==> config.mk <==
export PLATFORM = sky130hd
export DESIGN_NAME = sr_cmd_encoder
export DESIGN_NICKNAME = d
export VERILOG_FILES = /design/src/rtl/sr_cmd_encoder.sv
export SDC_FILE = /design/constraint.sdc
export NUM_CORES = 1
export LEC_CHECK = 0
export CAP_MARGIN = 20
export CORE_MARGIN = 4
export CORE_UTILIZATION = 49
export DETAILED_ROUTE_END_ITERATION = 8
export HOLD_SLACK_MARGIN = 0.02
export PLACE_DENSITY_LB_ADDON = 0.1
export SLEW_MARGIN = 30
export SYNTH_ARGS = -nofsm -noshare
export SYNTH_HDL_FRONTEND = slang
export SYNTH_SLANG_ARGS = --single-unit
==> constraint.sdc <==
create_clock -name clk -period 1.8 [get_ports clk]
set_clock_uncertainty 0.1 [all_clocks]
set_input_delay 0.54 -clock clk [delete_from_list [all_inputs] [get_ports clk]]
set_output_delay 0.54 -clock clk [all_outputs]
set_load 0.02 [all_outputs]
==> src/rtl/sr_cmd_encoder.sv <==
// Drive side of an S/R flip-flop link: converts a handshaked target-Q stream into
// non-overlapping s/r pulses, skips redundant commands and checks q/qbar read-back.
module sr_cmd_encoder #(
    parameter int HOLD_CYCLES = 1,
    parameter int CHECK_LAT   = 1,
    parameter int CNT_W       = 8
) (
    input  logic             clk,
    input  logic             rst,
    input  logic             tgt_valid,
    input  logic             tgt_bit,
    output logic             tgt_ready,
    output logic             s,
    output logic             r,
    input  logic             q_fb,
    input  logic             qbar_fb,
    input  logic             err_clr,
    output logic             busy,
    output logic             shadow_q,
    output logic             err,
    output logic [1:0]       err_code,
    output logic [CNT_W-1:0] cmd_cnt
);

    typedef enum logic [1:0] {IDLE, DRIVE, SETTLE, CHECK} state_t;

    localparam logic [15:0] HOLD_M1 = 16'(HOLD_CYCLES - 1);
    localparam logic [15:0] LAT_M1  = 16'(CHECK_LAT - 1);

    state_t           state, state_nxt;
    logic [15:0]      tmr, tmr_nxt;
    logic             exp_q, exp_nxt;
    logic             shadow_known, known_nxt;
    logic             shadow_nxt;
    logic             s_nxt, r_nxt;
    logic             ready_nxt, busy_nxt;
    logic             err_nxt;
    logic [1:0]       code_nxt, new_err;
    logic [CNT_W-1:0] cnt_nxt;

    always_ff @(posedge clk or posedge rst) begin
        if (rst) begin
            state        <= IDLE;
            tmr          <= '0;
            exp_q        <= 1'b0;
            shadow_known <= 1'b0;
            shadow_q     <= 1'b0;
            s            <= 1'b0;
            r            <= 1'b0;
            tgt_ready    <= 1'b0;
            busy         <= 1'b0;
            err          <= 1'b0;
            err_code     <= 2'b00;
            cmd_cnt      <= '0;
        end else begin
            state        <= state_nxt;
            tmr          <= tmr_nxt;
            exp_q        <= exp_nxt;
            shadow_known <= known_nxt;
            shadow_q     <= shadow_nxt;
            s            <= s_nxt;
            r            <= r_nxt;
            tgt_ready    <= ready_nxt;
            busy         <= busy_nxt;
            err          <= err_nxt;
            err_code     <= code_nxt;
            cmd_cnt      <= cnt_nxt;
        end
    end

    always_comb begin
        state_nxt  = state;
        tmr_nxt    = tmr;
        exp_nxt    = exp_q;
        known_nxt  = shadow_known;
        shadow_nxt = shadow_q;
        s_nxt      = s;
        r_nxt      = r;
        cnt_nxt    = cmd_cnt;
        new_err    = 2'b00;

        case (state)
            IDLE: begin
                s_nxt = 1'b0;
                r_nxt = 1'b0;
                if (tgt_valid && tgt_ready) begin
                    exp_nxt = tgt_bit;
                    tmr_nxt = '0;
                    if (shadow_known && (tgt_bit == shadow_q)) begin
                        state_nxt = CHECK;
                    end else begin
                        // s and r are complements of one bit, so they can never both be high
                        state_nxt = DRIVE;
                        s_nxt     = tgt_bit;
                        r_nxt     = ~tgt_bit;
                    end
                end
            end
            DRIVE: begin
                if (tmr == HOLD_M1) begin
                    s_nxt     = 1'b0;
                    r_nxt     = 1'b0;
                    tmr_nxt   = '0;
                    state_nxt = SETTLE;
                end else begin
                    tmr_nxt = tmr + 16'd1;
                end
            end
            SETTLE: begin
                s_nxt = 1'b0;
                r_nxt = 1'b0;
                if (tmr == LAT_M1) begin
                    tmr_nxt   = '0;
                    state_nxt = CHECK;
                end else begin
                    tmr_nxt = tmr + 16'd1;
                end
            end
            CHECK: begin
                s_nxt      = 1'b0;
                r_nxt      = 1'b0;
                new_err    = {qbar_fb == q_fb, q_fb != exp_q};
                shadow_nxt = exp_q;
                known_nxt  = 1'b1;
                cnt_nxt    = cmd_cnt + {{(CNT_W-1){1'b0}}, 1'b1};
                state_nxt  = IDLE;
            end
            default: begin
                s_nxt     = 1'b0;
                r_nxt     = 1'b0;
                state_nxt = IDLE;
            end
        endcase

        // a fresh error is OR-ed in after the clear so it is never lost
        code_nxt  = (err_clr ? 2'b00 : err_code) | new_err;
        err_nxt   = |code_nxt;
        ready_nxt = (state_nxt == IDLE);
        busy_nxt  = (state_nxt != IDLE);
    end

endmodule

==> impl_summary.log, run 1 <==
[metrics] status: complete, but fails checks
[metrics] violations in the final reports: negative setup slack
[metrics] starting density of the core: 51.2%
[metrics] top cells by instance count after synthesis: sky130_fd_sc_hd__dfrtp_1, sky130_fd_sc_hd__nand2_1, sky130_fd_sc_hd__nor2_1
[metrics] post-synthesis net count: 211
[metrics] overall power: 0.00337 W
[metrics] design area: around 2700 um2
[metrics] Reg2Reg Capture Point: tmr[11]
[metrics] sum of net half-perimeters after detailed placement: between 3000 and 4000 um
[metrics] kind of launch point of the worst setup path: flip-flop
[metrics] CTS sink count: 36
[metrics] maximum number of pins on one net before global-route repair: 37
[metrics] total number of vias: between 1.5k and 2k
[metrics] critical path capture point: tmr[11]
[metrics] area leader, netlist: sky130_fd_sc_hd__dfrtp_1
[metrics] Post-Synthesis Cell Area: approximately 1900 um2
[metrics] register-to-register setup slack: -0.04 ns
[metrics] Crit path depth: 8
[metrics] gate family responsible for the most delay along the worst path: simple AND/OR/NAND/NOR gates
[metrics] Post-synth EDFFs: 0
[metrics] fraction of the yosys area taken by sequential cells: 47.7%
[metrics] number of core rows: 22
[metrics] list of cells traversed by the critical path: inv_2 -> ha_4 -> nor4b_4 -> nand4_2 -> nand2_2 -> nor2_2 -> buf_6 -> a221o_1
[metrics] slowest cell on the critical path: sky130_fd_sc_hd__dfrtp_1
[metrics] arrival time at the worst endpoint: roughly 1.9 ns
[metrics] count of routing violations after the opening detailed-route iteration: 67
[metrics] share of the clock period used by the worst path: 102%
[metrics] post-detailed-route via-to-cell ratio: 5.38
[metrics] number of register bits inferred by synthesis: 36
[metrics] number of warning messages in the yosys log: 0
[metrics] power per unit of standard cell area: ~1300 nW/um2
[metrics] clock tree from TritonCTS: built
[metrics] maximum level of the CTS H-tree: 2
[metrics] number of buffers inserted during clock tree synthesis: 5
[metrics] RSZ-0062 raised after global routing: yes
[metrics] final worst path period need: around 1.8 ns
[metrics] worst skew pair latency: 0.29 ns
[metrics] Detailed Routing Iterations Pass 1: 4
[metrics] Remaining DRCs: 0
[metrics] input/output buffers: 22
[metrics] synth-to-layout area growth: 41.8%
[metrics] buffers and inverters on the worst path: 2
[metrics] share of Yosys cell area claimed by the top area cell type: 47.7%
[metrics] launch instance of the worst register-to-register path: tmr[1]
[metrics] Placed Instance Area: roughly 2500 um2
[metrics] die height: 70.1 um
[metrics] die area: 4910 um2
[metrics] Final Hold Fails: 0
[metrics] io pins: 23
[metrics] count of unique library cells instantiated by Yosys: 39
[metrics] final weighted congestion of routability-driven global placement: approximately 0.85
[metrics] actual transition at the worst max-transition pin: between 0.3 and 0.4 ns
[metrics] final antenna-violating net count: 0
[metrics] type of the setup path with the least slack: flip-flop to flip-flop
[metrics] maximum vdd drop: between 0.6 and 0.7 mV
[metrics] minimum setup slack in the final design: -0.0371 ns
[metrics] routed wire length: ~4600 um
[metrics] Max Cap Viol: 0
[metrics] total of fill cells in the finished design: 270
[metrics] first-pass GRT wire length: between 7000 and 8000 um
[metrics] required time of the critical path: about 1.9 ns
[metrics] Max-slew headroom: about three quarters
[metrics] Final Max Slew Viols: 0
[metrics] leakage power: roughly 1.3 nW
[metrics] mean post-synth cell area: between 9 and 10 um2
[metrics] Hold WC Path Type: flip-flop to flip-flop
[metrics] launching instance or port of the critical path: tmr[1]
[metrics] most repeated cell in the gate-level netlist after synthesis: sky130_fd_sc_hd__dfrtp_1
[metrics] worst hold path startpoint: cmd_cnt[7]
[metrics] Layout Nets: 283
[metrics] critical path peak fanout: 4
[metrics] Inserted Diodes: 0
[metrics] ratio of cells with drive above 1 in the final layout: 28.9%
[metrics] library cell used as clock root buffer: sky130_fd_sc_hd__clkbuf_8
[metrics] share of flip-flops with an asynchronous set or reset after synthesis: 100%
[metrics] via count of the first global-routing pass: between 1.5k and 2k
[metrics] number of standard cells after synthesis: 197
[metrics] total global routing track utilization: between 20% and 30%
[metrics] clock slew seen by the registers of the worst setup and hold paths: 0.07 ns
[metrics] Synth area leaders: sky130_fd_sc_hd__dfrtp_1, sky130_fd_sc_hd__ha_1, sky130_fd_sc_hd__nand2_1
[metrics] flip-flop cell with the highest count after synthesis: sky130_fd_sc_hd__dfrtp_1
[metrics] highest attainable clock frequency: 0.544 GHz
[metrics] reg2reg path depth: 8
[metrics] Routed WL per cell: between 10 and 15 um
[metrics] number of antenna violations at the first check in global routing: 0
[metrics] Setup violations, final: 4
[metrics] overall overflow remaining after global route: 0
[metrics] worst stage delay on the critical path: 0.39 ns
[metrics] crit end category: flip-flop
[metrics] die width: 70.1 um
[metrics] number of buffers on the longest clock path: 2
[metrics] Core Box Area: 3690 um2
-- how the worst min path moves through the flow --
stage / end / slack [ns] / depth (start not counted)
final: cmd_cnt[7] / 0.37 / 1
after detailed placement: cmd_cnt[7] / 0.37 / 1
after global routing: cmd_cnt[7] / 0.42 / 1
after global placement: cmd_cnt[7] / 0.36 / 1
after CTS: cmd_cnt[7] / 0.38 / 1
after floorplan: shadow_known / 0.38 / 1
-- worst register-to-register path, cell delays in order (launching register included) --
cell,delay [ns]
sky130_fd_sc_hd__dfrtp_1,0.39
sky130_fd_sc_hd__inv_2,0.09
sky130_fd_sc_hd__ha_4,0.13
sky130_fd_sc_hd__nor4b_4,0.21
sky130_fd_sc_hd__nand4_2,0.19
sky130_fd_sc_hd__nand2_2,0.14
sky130_fd_sc_hd__nor2_2,0.06
sky130_fd_sc_hd__buf_6,0.12
sky130_fd_sc_hd__a221o_1,0.30
-- per-layer routing --
layer | vias to the layer above | routed length (um) | GRT usage (%)
li1 | 843 | - | -
met1 | 812 | 1910 | 22.8
met2 | 49 | 2360 | 35.8
met3 | 6 | 238 | 5.47
met4 | 0 | 60 | 7.23
met5 | - | 0 | 0
-- where the power goes --
part | switching [W] | leakage [nW] | internal, W
clock network | 0.000290 | 0.0552 | 0.000411
registers | 0.000128 | 0.475 | 0.000970
logic | 0.000873 | 0.764 | 0.000695
-- metrics by stage --
stage,worst slack [ns],instances,TNS [ns],utilization (%),hold slack [ns]
2_1_floorplan,-0.00290,197,-0.00579,-,0.383
3_3_place_gp,-0.236,304,-2.60,67.3,0.360
3_5_place_dp,-0.293,304,-3.09,67.3,0.369
4_1_cts,-0.0313,317,-0.0924,71.9,0.378
5_1_grt,-0.120,318,-1.05,72.5,0.416
6_report,-0.0371,318,-0.106,72.5,0.373
-- cell families (layout without fill, tap and decap cells) --
kind of cell | after synthesis | count (layout) | share of synthesized area [%]
AO/OA/AOI/OAI | 36 | 36 | 12.8
XOR/XNOR | 10 | 10 | 4.64
adder cells (fa/ha/maj) | 7 | 7 | 4.64
buffers and inverters | 18 | 91 | 4.04
flip-flops | 36 | 36 | 47.7
multiplexers | 4 | 4 | 2.19
AND/OR/NAND/NOR | 86 | 86 | 23.9
-- registers in the layout (all words and copies together), names as in the netlist --
name and count:
busy 1, cmd_cnt 8, err 1, err_code 2, exp_q 1, r 1, s 1, shadow_known 1
shadow_q 1, state 2, tgt_ready 1, tmr 16
-- cell type report --
type / instances / area, um2 / share of cell area (%)
Timing Repair Buffer: 70 / 592 / 22.1
Inverter: 13 / 48.8 / 1.82
Clock buffer: 6 / 72.6 / 2.71
Sequential cell: 36 / 901 / 33.7
Clock inverter: 2 / 35.0 / 1.31
Multi-Input combinational cell: 143 / 966 / 36.1
Tap cell: 48 / 60.1 / 2.25
-- placed cells by master, fill, tap and decap left out, types with 7 or more instances in the layout --
| cell type | n |
|---|---|
| sky130_fd_sc_hd__nor2_1 | 16 |
| sky130_fd_sc_hd__buf_4 | 42 |
| sky130_fd_sc_hd__nand3_1 | 9 |
| sky130_fd_sc_hd__nor3_1 | 8 |
| sky130_fd_sc_hd__inv_1 | 10 |
| sky130_fd_sc_hd__nand4_1 | 8 |
| sky130_fd_sc_hd__o21ai_1 | 9 |
| sky130_fd_sc_hd__dlygate4sd2_1 | 16 |
| sky130_fd_sc_hd__nand2_1 | 22 |
| sky130_fd_sc_hd__dfrtp_1 | 36 |
| sky130_fd_sc_hd__o21ai_0 | 7 |
-- repair_timing --
| action | 4_1_cts | 5_1_grt |
|---|---|---|
| hold buffers | 0 | 0 |
| pin swaps | 2 | 2 |
| setup buffers | 5 | 1 |
| setup endpoints to repair | 27 | 18 |
| resized for setup | 28 | 12 |
Note: power is estimated with default switching activity, not from simulation.
==> run 2, diff against run 1 <==
Settings changed: CTS_CLUSTER_SIZE set to 20, TNS_END_PERCENT set to 100.
==> results of run 2 <==
Same layout as run 1: the final DEF is identical, and so are final timing and power.
